`src/rtl/flow_light_ctrl.sv`:
```
// -----------------------------------------------------------------------------
// flow_light_ctrl
// Sequencer for an 8-LED flowing-water light. A prescaler divides clk into a
// step tick whose period is DIV_BASE << (3 - speed) cycles. On each tick the
// 3-bit LED position steps left, right, bounces between the ends, or holds.
//
// Ports:
//   clk    in   system clock, rising-edge active
//   rst    in   asynchronous active-high reset
//   en     in   run enable (0 freezes prescaler and position)
//   mode   in   [1:0] 00 left, 01 right, 10 bounce, 11 hold
//   speed  in   [1:0] step period select, 3 is fastest
//   idx    out  [2:0] registered LED position (decoder input)
//   led    out  [7:0] registered one-hot of idx
//   step   out  one-cycle pulse per prescaler tick
//   wrap   out  one-cycle pulse when the pattern reaches an end
// -----------------------------------------------------------------------------
module flow_light_ctrl #(
    parameter int DIV_BASE = 25_000_000,
    parameter int DIV_W    = 32
) (
    input  logic       clk,
    input  logic       rst,
    input  logic       en,
    input  logic [1:0] mode,
    input  logic [1:0] speed,
    output logic [2:0] idx,
    output logic [7:0] led,
    output logic       step,
    output logic       wrap
);

    typedef enum logic {
        DIR_UP   = 1'b0,
        DIR_DOWN = 1'b1
    } dir_t;

    localparam logic [DIV_W-1:0] BASE_C = DIV_W'(DIV_BASE);
    localparam logic [DIV_W-1:0] ONE_C  = {{(DIV_W-1){1'b0}}, 1'b1};
    localparam logic [DIV_W-1:0] ZERO_C = {DIV_W{1'b0}};

    // One-hot decode of a 3-bit position.
    function automatic logic [7:0] onehot8(input logic [2:0] pos);
        onehot8 = 8'h01 << pos;
    endfunction

    logic [DIV_W-1:0] cnt_r;
    logic [DIV_W-1:0] cnt_nx_s;
    logic [DIV_W-1:0] period_s;
    logic [DIV_W-1:0] period_m1_s;
    logic [1:0]       shift_s;
    logic             tick_s;
    logic [2:0]       idx_r;
    logic [2:0]       idx_nx_s;
    logic [7:0]       led_r;
    logic             step_r;
    logic             wrap_r;
    logic             wrap_nx_s;
    dir_t             dir_r;
    dir_t             dir_nx_s;

    // Step period follows speed combinationally, so a speed change takes
    // effect on the very next cycle; ">=" lets a shortened period fire at once.
    always_comb begin
        shift_s     = 2'd3 - speed;
        period_s    = BASE_C << shift_s;
        period_m1_s = period_s - ONE_C;
        tick_s      = en && (cnt_r >= period_m1_s);
    end

    // Next-state logic for prescaler, position, direction and wrap pulse.
    always_comb begin
        cnt_nx_s  = cnt_r;
        idx_nx_s  = idx_r;
        dir_nx_s  = dir_r;
        wrap_nx_s = 1'b0;
        if (tick_s) begin
            cnt_nx_s = ZERO_C;
            case (mode)
                2'b00: begin
                    idx_nx_s  = idx_r + 3'd1;
                    wrap_nx_s = (idx_r == 3'd7);
                end
                2'b01: begin
                    idx_nx_s  = idx_r - 3'd1;
                    wrap_nx_s = (idx_r == 3'd0);
                end
                2'b10: begin
                    case (dir_r)
                        DIR_UP: begin
                            // Entering bounce parked at the top end: turn
                            // around rather than repeat the endpoint.
                            if (idx_r == 3'd7) begin
                                idx_nx_s = 3'd6;
                                dir_nx_s = DIR_DOWN;
                            end else begin
                                idx_nx_s = idx_r + 3'd1;
                                if (idx_r == 3'd6) begin
                                    dir_nx_s  = DIR_DOWN;
                                    wrap_nx_s = 1'b1;
                                end else begin
                                    dir_nx_s  = DIR_UP;
                                end
                            end
                        end
                        DIR_DOWN: begin
                            if (idx_r == 3'd0) begin
                                idx_nx_s = 3'd1;
                                dir_nx_s = DIR_UP;
                            end else begin
                                idx_nx_s = idx_r - 3'd1;
                                if (idx_r == 3'd1) begin
                                    dir_nx_s  = DIR_UP;
                                    wrap_nx_s = 1'b1;
                                end else begin
                                    dir_nx_s  = DIR_DOWN;
                                end
                            end
                        end
                        default: begin
                            dir_nx_s = DIR_UP;
                        end
                    endcase
                end
                default: begin
                    idx_nx_s = idx_r;
                end
            endcase
        end else if (en) begin
            cnt_nx_s = cnt_r + ONE_C;
        end else begin
            cnt_nx_s = cnt_r;
        end
    end

    // State and output registers; led is decoded from the next index so it
    // changes on the same edge as idx.
    always_ff @(posedge clk or posedge rst) begin
        if (rst) begin
            cnt_r  <= ZERO_C;
            idx_r  <= 3'd0;
            led_r  <= 8'h01;
            step_r <= 1'b0;
            wrap_r <= 1'b0;
            dir_r  <= DIR_UP;
        end else begin
            cnt_r  <= cnt_nx_s;
            idx_r  <= idx_nx_s;
            led_r  <= onehot8(idx_nx_s);
            step_r <= tick_s;
            wrap_r <= wrap_nx_s;
            dir_r  <= dir_nx_s;
        end
    end

    assign idx  = idx_r;
    assign led  = led_r;
    assign step = step_r;
    assign wrap = wrap_r;

endmodule
```
`config.mk`:
```
export PLATFORM = sky130hd
export DESIGN_NAME = flow_light_ctrl
export DESIGN_NICKNAME = d
export VERILOG_FILES = /design/src/rtl/flow_light_ctrl.sv
export SDC_FILE = /design/constraint.sdc
export NUM_CORES = 1
export LEC_CHECK = 0
export CAP_MARGIN = 0
export CORE_ASPECT_RATIO = 1.75
export CORE_MARGIN = 2
export CORE_UTILIZATION = 40
export DETAILED_ROUTE_END_ITERATION = 10
export PLACE_DENSITY_LB_ADDON = 0.08
export SYNTH_ARGS = -nofsm -noshare
export SYNTH_HDL_FRONTEND = slang
export SYNTH_SLANG_ARGS = --single-unit
```
`constraint.sdc`:
```
create_clock -name clk -period 2.2 [get_ports clk]
set_input_delay 0.44 -clock clk [delete_from_list [all_inputs] [get_ports clk]]
set_output_delay 0.44 -clock clk [all_outputs]
set_load 0.02 [all_outputs]
```
==> load_flow_metrics.sql, run 1 <==
INSERT INTO impl_metrics (metric_group, metric, value, unit) VALUES
('outcome', 'status', 'finished with violations', ''),
('outcome', 'failed_checks', 'setup timing', ''),
('placement', 'final_weighted_congestion_in_routability_driven_placement', '0.8775', ''),
('clocking', 'tritoncts', 'done', ''),
('worst_setup_path', 'worst_r2r_src', 'cnt_r[29]$_DFFE_PP0P_', ''),
('synth', 'post_synth_main_area_contributors', 'sky130_fd_sc_hd__dfrtp_1, sky130_fd_sc_hd__ha_1, sky130_fd_sc_hd__nor2_1', ''),
('flow_run', 'drv_cap', '0', ''),
('sta', 'timing.clock.skew', '7.047', 'ps'),
('detailed_routing', 'drt-total-wl', '7.312', 'mm'),
('clocking', 'worst_skew_pair.late_latency', '290', 'ps'),
('worst_setup_path', 'crit-reg2reg-capture', 'led[4]$_DFF_PP0_', ''),
('global_routing', 'grt_start_max_net_pins', '47', ''),
('detailed_routing', 'wl_per_cell', '14.31', 'um'),
('synth', 'synthArstFlopShare', '100.0', '%'),
('floorplanning', 'die_height', '119.4', 'um'),
('synth', 'synth_flop_cell', 'sky130_fd_sc_hd__dfrtp_1', ''),
('global_routing', 'global_route_total_usage_across_every_layer', '19.10', '%'),
('placement', 'hpwl_reported_at_the_end_of_detailed_placement', '5.618', 'mm'),
('clocking', 'clk_pin_slew', '70', 'ps'),
('worst_setup_path', 'timing.setup.critical_path_class', 'input pin to flip-flop', ''),
('clocking', 'clock-root-buffer', 'sky130_fd_sc_hd__clkbuf_16', ''),
('final_layout', 'final_design_area_no_fill', '0.004195', 'sq mm'),
('global_routing', 'grt_antenna_before_repair', '0', ''),
('sta', 'fin_crit', '2415', 'ps'),
('floorplanning', 'design.core.area', '0.007462', 'sq mm'),
('final_layout', 'flow.area_growth_from_synthesis', '37.81', '%'),
('clocking', 'cts_buffers', '5', ''),
('sta', 'setup_viol_count_final', '41', ''),
('synth', 'synthDominantCellAreaShare', '36.99', '%'),
('synth', 'netlist_instances', '336', ''),
('placement', 'placement.cell_area', '0.003777', 'sq mm'),
('floorplanning', 'die_width', '69.95', 'um'),
('sta', 'worst_hold_slack', '493.3', 'ps'),
('final_layout', 'layout.nets', '464', ''),
('detailed_routing', 'drt_first_pass_iters', '4', ''),
('power', 'power.static_leakage', '0.002017', 'uW'),
('synth', 'synth-edff-count', '0', ''),
('worst_setup_path', 'path_max_fanout', '8', ''),
('floorplanning', 'row_count', '42', ''),
('clocking', 'clk_path_buf_depth', '2', ''),
('synth', 'post_synth_instance_area', '0.003044', 'sq mm'),
('worst_setup_path', 'cp.arrival', '2580', 'ps'),
('clocking', 'cts.sinks', '46', ''),
('detailed_routing', 'via_per_inst', '5.217', ''),
('worst_setup_path', 'critical_path.startpoint_type', 'input pin', ''),
('detailed_routing', 'detailedRoute.firstIterationViolations', '54', ''),
('worst_setup_path', 'reg2reg_setup_slack', '-140', 'ps'),
('sta', 'slew_violations', '0', ''),
('floorplanning', 'io-pin-count', '20', ''),
('worst_setup_path', 'reg2reg_depth', '8', ''),
('sta', 'final_period_util', '109.8', '%'),
('power', 'vdd.ir_drop.worst', '0.4827', 'mV'),
('global_routing', 'grt_pass1_wl', '12.60', 'mm'),
('global_routing', 'first_global_vias', '2717', ''),
('sta', 'unrepaired_setup_endpoints_after_global_routing', 'yes', ''),
('final_layout', 'post_route_cells_drive_above_1_share', '26.71', '%'),
('floorplanning', 'design.die.area', '0.008352', 'sq mm'),
('synth', 'synth.lib_cells_used.distinct', '51', ''),
('clocking', 'cts.htree.levels', '2', ''),
('synth', 'ys_seq_elements', '46', ''),
('synth', 'yosys_warnings', '0', ''),
('min_path', 'min-delay-path-class', 'input pin to asynchronous set/reset pin', ''),
('detailed_routing', 'antenna_violating_nets_post_route', '0', ''),
('worst_setup_path', 'timing.critical_path.to_type', 'flip-flop', ''),
('worst_setup_path', 'worst_ep_required_time', '2370', 'ps'),
('sta', 'setup_ws', '-215.3', 'ps'),
('synth', 'post-synth-top-area-cell', 'sky130_fd_sc_hd__dfrtp_1', ''),
('placement', 'placement.io_buffers', '19', ''),
('detailed_routing', 'drt_drc_violations_left', '0', ''),
('sta', 'max_clock_freq', '414.0', 'MHz'),
('final_layout', 'antenna-diode-count', '0', ''),
('sta', 'timing_hold_violations_final', '0', ''),
('detailed_routing', 'vias', '2666', ''),
('synth', 'synth-seq-area-share', '37.85', '%'),
('global_routing', 'overflow', '0', ''),
('power', 'power_density', '528.5', 'mW/mm^2'),
('synth', 'avgSynthCellArea', '9.060', 'sq um'),
('sta', 'tns', '-6354', 'ps'),
('floorplanning', 'starting_density_of_the_core', '40.79', '%');
per-layer routing:
| layer | GRT usage [%] | up-vias | part of all wire (%) |
|---|---|---|---|
| li1 | - | 1341 | - |
| met1 | 20.96 | 1269 | 40 |
| met2 | 34.46 | 36 | 54 |
| met3 | 2.961 | 20 | 2.0 |
| met4 | 10.34 | 0 | 3.7 |
| met5 | 0 | - | 0 |
cell usage in the layout, fill, tap and decap left out, drive strengths merged, types with 4 or more instances in the layout:
cell type and n:
buf 64, dfrtp 45, nor2 42, ha 35, nand2 28, nand3 21, inv 20, o21ai 19
clkdlybuf4s50 17, a21oi 15, xor2 14, nand4 12, xnor2 10, nor3 10, conb 7, and3 5
clkbuf 5, a21o 4, or3 4, nor2b 4, a31oi 4
synth_stat cells, types with 2 or more instances:
cell type	count
sky130_fd_sc_hd__dfrtp_1	45
sky130_fd_sc_hd__o31ai_1	2
sky130_fd_sc_hd__conb_1	2
sky130_fd_sc_hd__nand2b_1	3
sky130_fd_sc_hd__nor2_2	2
sky130_fd_sc_hd__a21o_1	4
sky130_fd_sc_hd__o21ai_0	15
sky130_fd_sc_hd__inv_1	20
sky130_fd_sc_hd__nand3_1	19
sky130_fd_sc_hd__mux2i_1	3
sky130_fd_sc_hd__and2_1	2
sky130_fd_sc_hd__and4_1	3
sky130_fd_sc_hd__or3_1	3
sky130_fd_sc_hd__a31oi_1	4
sky130_fd_sc_hd__ha_1	35
sky130_fd_sc_hd__and3_1	5
sky130_fd_sc_hd__nand3_2	2
sky130_fd_sc_hd__buf_2	3
sky130_fd_sc_hd__a21oi_1	15
sky130_fd_sc_hd__nor3_1	8
sky130_fd_sc_hd__clkbuf_1	3
sky130_fd_sc_hd__o21ai_1	4
sky130_fd_sc_hd__xnor2_1	10
sky130_fd_sc_hd__a211oi_1	3
sky130_fd_sc_hd__nor2b_1	4
sky130_fd_sc_hd__o21bai_1	2
sky130_fd_sc_hd__nand4_1	11
sky130_fd_sc_hd__nand2_1	27
sky130_fd_sc_hd__nor2_1	40
sky130_fd_sc_hd__nor3b_1	3
sky130_fd_sc_hd__xor2_1	14
metrics by stage:
| stage | setup slack (ps) | util (%) | instances | total power (uW) |
|---|---|---|---|---|
| final | -215.3 | 56.22 | 511 | 2217 |
| after global routing | -327.1 | 56.22 | 511 | 2342 |
| after CTS | -245.3 | 54.61 | 510 | 2223 |
| after detailed placement | -1204 | 50.62 | 497 | 1327 |
| after global placement | -1159 | 50.62 | 497 | 1311 |
| after floorplan | -65.43 | - | 341 | 1188 |
cell type report:
class                      instances  area [sq um]
clock buffer                       5         125.1
sequential                        46          1152
clock inverter                     3         45.04
timing repair buffer              81         714.4
multi-input combinational        268          1966
inverter                          20         82.58
tap                               88         110.1
fill                             705          3267
registers in the layout, summed over array words and instances (netlist names):
| signal | count |
|---|---|
| cnt_r | 32 |
| led | 8 |
| idx | 3 |
| dir_r | 1 |
| step | 1 |
| wrap | 1 |
worst max-delay path by stage:
stage	startpoint	end	slack, ps	cells after the start
2_1_floorplan	speed[0]	led[4]$_DFF_PP0_	-70	11
3_3_place_gp	speed[0]	led[4]$_DFF_PP0_	-1160	12
3_5_place_dp	speed[0]	led[4]$_DFF_PP0_	-1200	12
4_1_cts	speed[1]	led[4]$_DFF_PP0_	-250	13
5_1_grt	speed[1]	led[4]$_DFF_PP0_	-330	12
6_report	speed[1]	led[4]$_DFF_PP0_	-220	12
power by group:
group	internal, uW	leakage, uW	total (uW)	switching (uW)
Clock	536	0.0000760	881	345
Combinational	165	0.00133	334	169
Sequential	911	0.000610	1000	91.4
Total	1610	0.00202	2220	605
logic make-up after synthesis:
group	synth area share [%]
compound gates	11.63
xor+xnor	6.905
fa+ha+maj	14.39
buf+inv	3.576
flops	37.85
mux	1.356
other cells	0.2467
simple gates	24.04
repair_timing:
action | CTS | global route
cloned | 0 | 0
gates resized for setup | 28 | 34
hold buffers | 0 | 0
pin swaps | 12 | 9
endpoints found under the setup margin | 46 | 46
setup buffers | 5 | 3
worst max-delay path: stages:
cell and delay [ps]:
sky130_fd_sc_hd__buf_12 120, sky130_fd_sc_hd__buf_6 120, sky130_fd_sc_hd__nor2_4 70, sky130_fd_sc_hd__inv_1 40, sky130_fd_sc_hd__ha_1 280, sky130_fd_sc_hd__nand4_1 130, sky130_fd_sc_hd__nor4_2 350, sky130_fd_sc_hd__inv_1 90
sky130_fd_sc_hd__a311o_2 440, sky130_fd_sc_hd__nand2_4 150, sky130_fd_sc_hd__mux2i_4 270, sky130_fd_sc_hd__a31oi_1 60
(Power assumes the default switching activity.)
==> run 2, diff against run 1 <==
Settings changed: ABC_AREA from default to 1, GPL_ROUTABILITY_DRIVEN from default to 0.
Clock period 2.2 ns to 2.6 ns, I/O delays scaled along.
==> load_flow_metrics.sql, run 2 <==
INSERT INTO impl_metrics (metric_group, metric, value, unit) VALUES
('sta', 'timing.clock.skew', '5.590', 'ps'),
('final_layout', 'post_route_cells_drive_above_1_share', '11.16', '%'),
('sta', 'max_clock_freq', '426.9', 'MHz'),
('final_layout', 'mostFrequentLayoutCell', 'sky130_fd_sc_hd__nand2_1', ''),
('final_layout', 'layout.nets', '543', ''),
('final_layout', 'final_core_util', '50.09', '%'),
('floorplanning', 'die_width', '72.70', 'um'),
('synth', 'synth-seq-area-share', '34.89', '%'),
('worst_setup_path', 'count_of_buffer_and_inverter_cells_on_the_critical_path', '5', ''),
('synth', 'post-synth-top-area-cell', 'sky130_fd_sc_hd__dfrtp_1', ''),
('final_layout', 'fillers', '819', ''),
('worst_setup_path', 'timing.setup.critical_path_class', 'input pin to flip-flop', ''),
('detailed_routing', 'antenna_violating_nets_post_route', '0', ''),
('placement', 'hpwl_reported_at_the_end_of_detailed_placement', '6.728', 'mm'),
('sta', 'timing.max_slew.rel_slack', '59.12', '%'),
('synth', 'netlist_instances', '454', ''),
('sta', 'tightest_slew', '613.3', 'ps'),
('floorplanning', 'die_height', '124.2', 'um'),
('final_layout', 'largest-register', 'cnt_r', ''),
('detailed_routing', 'drt_first_pass_iters', '4', ''),
('detailed_routing', 'drt_drc_violations_left', '0', ''),
('worst_setup_path', 'cpPeakStageDelay', '300', 'ps'),
('detailed_routing', 'drt-total-wl', '8.526', 'mm'),
('worst_setup_path', 'cp.arrival', '2550', 'ps'),
('detailed_routing', 'detailedRoute.firstIterationViolations', '74', ''),
('detailed_routing', 'via_per_inst', '5.203', ''),
('clocking', 'cts_hold_buffers', '0', ''),
('worst_setup_path', 'path_max_fanout', '8', ''),
('placement', 'dp_slack', '-533.5', 'ps'),
('synth', 'synthDominantCellAreaShare', '34.09', '%'),
('sta', 'final_period_util', '90.09', '%'),
('sta', 'fin_crit', '2342', 'ps'),
('sta', 'unrepaired_setup_endpoints_after_global_routing', 'no', ''),
('synth', 'synth.lib_cells_used.distinct', '34', ''),
('synth', 'post_synth_instance_area', '0.003303', 'sq mm'),
('sta', 'setup_viol_count_final', '0', ''),
('final_layout', 'most-common-layout-cells', 'sky130_fd_sc_hd__nand2_1, sky130_fd_sc_hd__nor2_1, sky130_fd_sc_hd__inv_1', ''),
('clocking', 'cts_buffers', '5', ''),
('synth', 'synth_commonest_cells', 'sky130_fd_sc_hd__nand2_1, sky130_fd_sc_hd__nor2_1, sky130_fd_sc_hd__inv_1', ''),
('synth', 'avgSynthCellArea', '7.276', 'sq um'),
('power', 'power.static_leakage', '0.001991', 'uW'),
('final_layout', 'flow.area_growth_from_synthesis', '20.76', '%'),
('synth', 'synth-edff-count', '0', ''),
('global_routing', 'first_global_vias', '3219', ''),
('detailed_routing', 'wl_per_cell', '14.40', 'um'),
('clocking', 'clk_pin_slew', '70', 'ps'),
('detailed_routing', 'vias', '3080', ''),
('floorplanning', 'design.die.area', '0.009030', 'sq mm'),
('clocking', 'cts.sinks', '46', ''),
('floorplanning', 'starting_density_of_the_core', '41.48', '%'),
('placement', 'placement.io_buffers', '19', ''),
('final_layout', 'antenna-diode-count', '0', ''),
('synth', 'synth.most_common_cell', 'sky130_fd_sc_hd__nand2_1', ''),
('synth', 'yosys_warnings', '0', ''),
('outcome', 'status', 'completed', ''),
('sta', 'timing_hold_violations_final', '0', ''),
('global_routing', 'grt_start_max_net_pins', '47', ''),
('worst_setup_path', 'timing.critical_path.to_type', 'flip-flop', ''),
('floorplanning', 'row_count', '43', ''),
('worst_setup_path', 'library_cell_appearing_most_often_on_the_critical_path', 'sky130_fd_sc_hd__nand2_1', ''),
('sta', 'setup_ws', '257.8', 'ps'),
('worst_setup_path', 'critical_path.startpoint_type', 'input pin', ''),
('worst_setup_path', 'critical_path.cell_chain', 'clkdlybuf4s15_1 -> inv_2 -> nor2_2 -> inv_1 -> ha_1 -> ha_1 -> nand2_1 -> nor2_1 -> nand2_1 -> nand2_1 -> nand2_1 -> nand3_2 -> nand2_2 -> nand2_4 -> nand2_8 -> inv_6 -> buf_4 -> nor3b_2', ''),
('floorplanning', 'design.core.area', '0.007963', 'sq mm'),
('floorplanning', 'io-pin-count', '20', ''),
('flow_run', 'drv_cap', '0', ''),
('clocking', 'cts.htree.levels', '2', ''),
('clocking', 'worst_skew_pair.late_latency', '290', 'ps'),
('global_routing', 'grt_antenna_before_repair', '0', ''),
('final_layout', 'flip_flop_count_of_the_largest_register_after_layout', '32', ''),
('min_path', 'min-delay-path-class', 'flip-flop to flip-flop', ''),
('global_routing', 'grt_pass1_wl', '14.71', 'mm'),
('sta', 'slew_violations', '0', ''),
('clocking', 'clock-root-buffer', 'sky130_fd_sc_hd__clkbuf_16', ''),
('clocking', 'clk_path_buf_depth', '2', ''),
('synth', 'ys_seq_elements', '46', ''),
('power', 'vdd.ir_drop.worst', '0.5598', 'mV'),
('synth', 'synthArstFlopShare', '100.0', '%'),
('power', 'power_density', '692.9', 'mW/mm^2'),
('worst_setup_path', 'worst_ep_required_time', '2810', 'ps'),
('synth', 'post_synth_main_area_contributors', 'sky130_fd_sc_hd__dfrtp_1, sky130_fd_sc_hd__nand2_1, sky130_fd_sc_hd__ha_1', ''),
('global_routing', 'overflow', '0', ''),
('global_routing', 'global_route_total_usage_across_every_layer', '20.48', '%'),
('synth', 'synth_flop_cell', 'sky130_fd_sc_hd__dfrtp_1', ''),
('clocking', 'tritoncts', 'done', ''),
('worst_setup_path', 'slowest_stage', 'sky130_fd_sc_hd__ha_1', ''),
('worst_setup_path', 'cp_top_family', 'simple AND/OR/NAND/NOR gates', '');
[run 2: cell types whose count changed in the layout (fill, tap and decap cells not counted), sizes merged, moves of 4 or more]
cell	before	now
nor2b	4	0
buf	64	22
and3	5	0
o21ai	19	11
xor2	14	10
nor2	42	72
nand3	21	31
inv	20	56
or3	4	0
nand2	28	122
[run 2: what timing repair did]
| action | 4_1_cts | 5_1_grt |
|---|---|---|
| endpoints found under the hold margin | 0 | 0 |
| pin swaps | 8 | 2 |
| endpoints found under the setup margin | 42 | 13 |
| buffers inserted | 3 | 0 |
| cloned | 0 | 0 |
| gates resized for setup | 23 | 3 |
[run 2: cells by family (layout without fill, tap and decap cells)]
kind of cell	count (synthesis)	in the layout	synth area share (%)
and+or+nand+nor	257	257	33.26
buffers and inverters	62	105	7.424
DFF	46	46	34.89
adders and majority gates	35	35	13.26
AOI/OAI and AO/OA	33	33	5.909
xor gates and xnor gates	19	19	5.038
other	2	7	0.2274
[run 2: per-layer routing]
metal	share of wire (%)	global-route usage, %	vias up	wire, um
met4	3.7	9.150	0	315
met3	2.4	1.864	23	208
met2	55	37.86	52	4680
met5	0	0	-	0
li1	-	-	1553	-
met1	39	22.65	1452	3322
[run 2: final timing paths]
kind / startpoint / to / slack, ps / cells after the start
max: speed[1] / cnt_r[26]$_DFFE_PP0P_ / 260 / 18
min: cnt_r[1]$_DFFE_PP0P_ / cnt_r[1]$_DFFE_PP0P_ / 530 / 2
max reg2reg: cnt_r[27]$_DFFE_PP0P_ / cnt_r[26]$_DFFE_PP0P_ / 540 / 11
min reg2reg: cnt_r[1]$_DFFE_PP0P_ / cnt_r[1]$_DFFE_PP0P_ / 530 / 2
max in group asynchronous: rst / cnt_r[9]$_DFFE_PP0P_ / 1480 / 3
min in group asynchronous: rst / cnt_r[31]$_DFFE_PP0P_ / 700 / 3
[run 2: worst register-to-register path: cells and delay by family, from the launching register on]
family	cells	cell delay, ps
AND/OR/NAND/NOR	6	580
flip-flops	1	500
adder cells (fa/ha/maj)	1	360
AO/OA/AOI/OAI	2	350
buffers and inverters	2	200
[run 2: per-stage QoR]
| stage | TNS (ps) | hold slack, ps | power (uW) | area, sq um | cells |
|---|---|---|---|---|---|
| finish | 0 | 533.3 | 2764 | 3989 | 592 |
| CTS | 0 | 537.2 | 2795 | 3991 | 592 |
| detailed placement | -20550 | 522.0 | 2008 | 3732 | 581 |
| global route | 0 | 590.4 | 2956 | 3989 | 592 |
| global placement | -16780 | 505.6 | 1995 | 3732 | 581 |
| floorplan | 0 | 479.0 | 1611 | 3322 | 459 |
[run 2: final cells by class]
cell class                      instances  area, sq um  share of cell area [%]
Tap cell                               90        112.6                   2.823
Inverter                               56        215.2                   5.395
Clock inverter                          2        37.54                  0.9410
Timing Repair Buffer                   41        361.6                   9.065
Sequential cell                        46         1152                   28.89
Multi-Input combinational cell        351         1981                   49.65
Clock buffer                            6        128.9                   3.231
[run 2: power breakdown]
| group | total (uW) | switching (uW) | internal, uW |
|---|---|---|---|
| Clock | 739 | 285 | 454 |
| Combinational | 1010 | 587 | 422 |
| Sequential | 1020 | 156 | 859 |
| Total | 2760 | 1030 | 1740 |
==> run 3, diff against run 2 <==
Settings changed: DONT_BUFFER_PORTS from default to 1.
==> load_flow_metrics.sql, run 3 (synthesis gave the netlist of run 2 again) <==
INSERT INTO impl_metrics (metric_group, metric, value, unit) VALUES
('worst_setup_path', 'path_max_fanout', '8', ''),
('detailed_routing', 'via_per_inst', '5.248', ''),
('worst_setup_path', 'cpPeakStageDelay', '290', 'ps'),
('worst_setup_path', 'timing.setup.critical_path_class', 'input pin to flip-flop', ''),
('sta', 'final_period_util', '88.42', '%'),
('worst_setup_path', 'cp.arrival', '2510', 'ps'),
('worst_setup_path', 'cp_top_family', 'simple AND/OR/NAND/NOR gates', ''),
('placement', 'dpl.cell_count', '557', ''),
('final_layout', 'layout.nets', '516', ''),
('detailed_routing', 'vias', '2965', ''),
('detailed_routing', 'drt_first_pass_iters', '4', ''),
('power', 'vdd.ir_drop.worst', '0.5598', 'mV'),
('worst_setup_path', 'library_cell_appearing_most_often_on_the_critical_path', 'sky130_fd_sc_hd__nand2_1', ''),
('global_routing', 'grt_start_max_net_pins', '47', ''),
('sta', 'fin_crit', '2299', 'ps'),
('floorplanning', 'die_width', '72.70', 'um'),
('placement', 'dp_slack', '-26.22', 'ps'),
('clocking', 'clk_pin_slew', '60', 'ps'),
('worst_setup_path', 'critical_path.cell_chain', 'inv_1 -> nor2_1 -> inv_1 -> ha_1 -> ha_1 -> a21oi_1 -> nand2_1 -> nand2_1 -> nand3_1 -> nand2_1 -> nand2_2 -> nand2_2 -> inv_2 -> buf_4 -> nor3_1', ''),
('sta', 'tightest_slew', '587.5', 'ps'),
('worst_setup_path', 'count_of_buffer_and_inverter_cells_on_the_critical_path', '4', ''),
('detailed_routing', 'drt_drc_violations_left', '0', ''),
('clocking', 'cts_buffers', '5', ''),
('global_routing', 'global_route_total_usage_across_every_layer', '20.45', '%'),
('detailed_routing', 'antenna_violating_nets_post_route', '0', ''),
('clocking', 'tritoncts', 'done', ''),
('clocking', 'cts.sinks', '46', ''),
('sta', 'setup_viol_count_final', '0', ''),
('final_layout', 'most-common-layout-cells', 'sky130_fd_sc_hd__nand2_1, sky130_fd_sc_hd__nor2_1, sky130_fd_sc_hd__inv_1', ''),
('clocking', 'cts.repair.resized', '0', ''),
('global_routing', 'overflow', '0', ''),
('floorplanning', 'die_height', '124.2', 'um'),
('final_layout', 'flow.area_growth_from_synthesis', '10.68', '%'),
('floorplanning', 'design.die.area', '0.009030', 'sq mm'),
('clocking', 'worst_skew_pair.late_latency', '290', 'ps'),
('detailed_routing', 'detailedRoute.firstIterationViolations', '111', ''),
('sta', 'max_clock_freq', '435.0', 'MHz'),
('power', 'power.static_leakage', '0.001858', 'uW'),
('clocking', 'cts.htree.levels', '2', ''),
('detailed_routing', 'drt-total-wl', '8.390', 'mm'),
('final_layout', 'antenna-diode-count', '0', ''),
('final_layout', 'fillers', '839', ''),
('sta', 'unrepaired_setup_endpoints_after_global_routing', 'no', ''),
('clocking', 'clock-root-buffer', 'sky130_fd_sc_hd__clkbuf_16', ''),
('sta', 'timing.clock.skew', '5.820', 'ps'),
('sta', 'slew_violations', '0', ''),
('outcome', 'status', 'completed', ''),
('clocking', 'clk_path_buf_depth', '2', ''),
('floorplanning', 'starting_density_of_the_core', '41.48', '%'),
('global_routing', 'grt_pass1_wl', '14.29', 'mm'),
('final_layout', 'largest-register', 'cnt_r', ''),
('global_routing', 'first_global_vias', '3036', ''),
('flow_run', 'drv_cap', '0', ''),
('worst_setup_path', 'worst_ep_required_time', '2810', 'ps'),
('global_routing', 'grt_antenna_before_repair', '0', ''),
('final_layout', 'post_route_cells_drive_above_1_share', '7.368', '%'),
('placement', 'hpwl_reported_at_the_end_of_detailed_placement', '6.827', 'mm'),
('worst_setup_path', 'critical_path.startpoint_type', 'input pin', ''),
('worst_setup_path', 'slowest_stage', 'sky130_fd_sc_hd__ha_1', ''),
('final_layout', 'stdcell_count', '565', ''),
('sta', 'timing.max_slew.rel_slack', '60.83', '%'),
('floorplanning', 'row_count', '43', ''),
('floorplanning', 'design.core.area', '0.007963', 'sq mm'),
('floorplanning', 'io-pin-count', '20', ''),
('sta', 'timing_hold_violations_final', '0', ''),
('final_layout', 'mostFrequentLayoutCell', 'sky130_fd_sc_hd__nand2_1', ''),
('worst_setup_path', 'timing.critical_path.to_type', 'flip-flop', ''),
('detailed_routing', 'wl_per_cell', '14.85', 'um'),
('placement', 'placement.io_buffers', '0', ''),
('final_layout', 'flip_flop_count_of_the_largest_register_after_layout', '32', ''),
('min_path', 'min-delay-path-class', 'input pin to asynchronous set/reset pin', ''),
('power', 'power_density', '687.5', 'mW/mm^2'),
('clocking', 'cts_hold_buffers', '0', ''),
('clocking', 'count_of_buffers_added_by_post_cts_timing_repair_for_setup', '0', ''),
('sta', 'setup_ws', '301.1', 'ps');
==> run 3: area by class of cell <==
class                           instances  area (sq um)  area share [%]
Clock buffer                            6         138.9           3.799
Clock inverter                          2         12.51          0.3422
Inverter                               56         210.2           5.749
Multi-Input combinational cell        351          1924           52.64
Sequential cell                        46          1152           31.52
Tap cell                               90         112.6           3.080
Timing Repair Buffer                   14         105.1           2.875
==> run 3: worst paths after layout <==
check                                      start               endpoint  slack, ps  depth (start not counted)
max                                     speed[1]  cnt_r[17]$_DFFE_PP0P_        300                         15
min                                          rst  cnt_r[29]$_DFFE_PP0P_        250                          2
max reg2reg                cnt_r[25]$_DFFE_PP0P_  cnt_r[17]$_DFFE_PP0P_        370                         13
min reg2reg                 cnt_r[1]$_DFFE_PP0P_   cnt_r[1]$_DFFE_PP0P_        520                          2
max in group asynchronous                    rst   cnt_r[7]$_DFFE_PP0P_       1940                          2
min in group clk                              en  cnt_r[25]$_DFFE_PP0P_        320                          1
==> run 3: layer usage <==
metal	wire, um	vias up	GRT usage [%]
li1	-	1496	-
met1	3134	1409	20.91
met2	4743	42	38.93
met3	208	18	2.674
met4	304	0	9.368
met5	0	-	0
==> run 3: stage by stage <==
stage | util [%] | area (sq um) | setup TNS [ps] | power [uW] | hold WS, ps
final | 45.91 | 3656 | 0 | 2513 | 252.0
after global routing | 45.91 | 3656 | 0 | 2701 | 320.7
after CTS | 45.91 | 3656 | 0 | 2541 | 287.2
after detailed placement | 44.01 | 3505 | -224.7 | 1881 | 511.7
after global placement | 44.01 | 3505 | 0 | 1868 | 504.0
after floorplan | - | 3322 | 0 | 1611 | 479.0
==> run 3: worst reg2reg max path: stages, from the launching register on <==
cell and delay, ps:
sky130_fd_sc_hd__dfrtp_1 480, sky130_fd_sc_hd__ha_1 330, sky130_fd_sc_hd__nand2_1 60, sky130_fd_sc_hd__nand2_1 70
sky130_fd_sc_hd__nand2_1 60, sky130_fd_sc_hd__nand2_1 40, sky130_fd_sc_hd__nand2_1 60, sky130_fd_sc_hd__nand2_1 70
sky130_fd_sc_hd__a21oi_2 220, sky130_fd_sc_hd__nand2_2 130, sky130_fd_sc_hd__nand2_2 160, sky130_fd_sc_hd__inv_2 110
sky130_fd_sc_hd__buf_4 170, sky130_fd_sc_hd__nor3_1 180
==> run 3: report_power, final <==
group,internal (uW),switching (uW),leakage (uW)
registers,860,212,0.000622
clock network,381,278,0.0000729
logic,290,493,0.00116
total,1530,983,0.00186
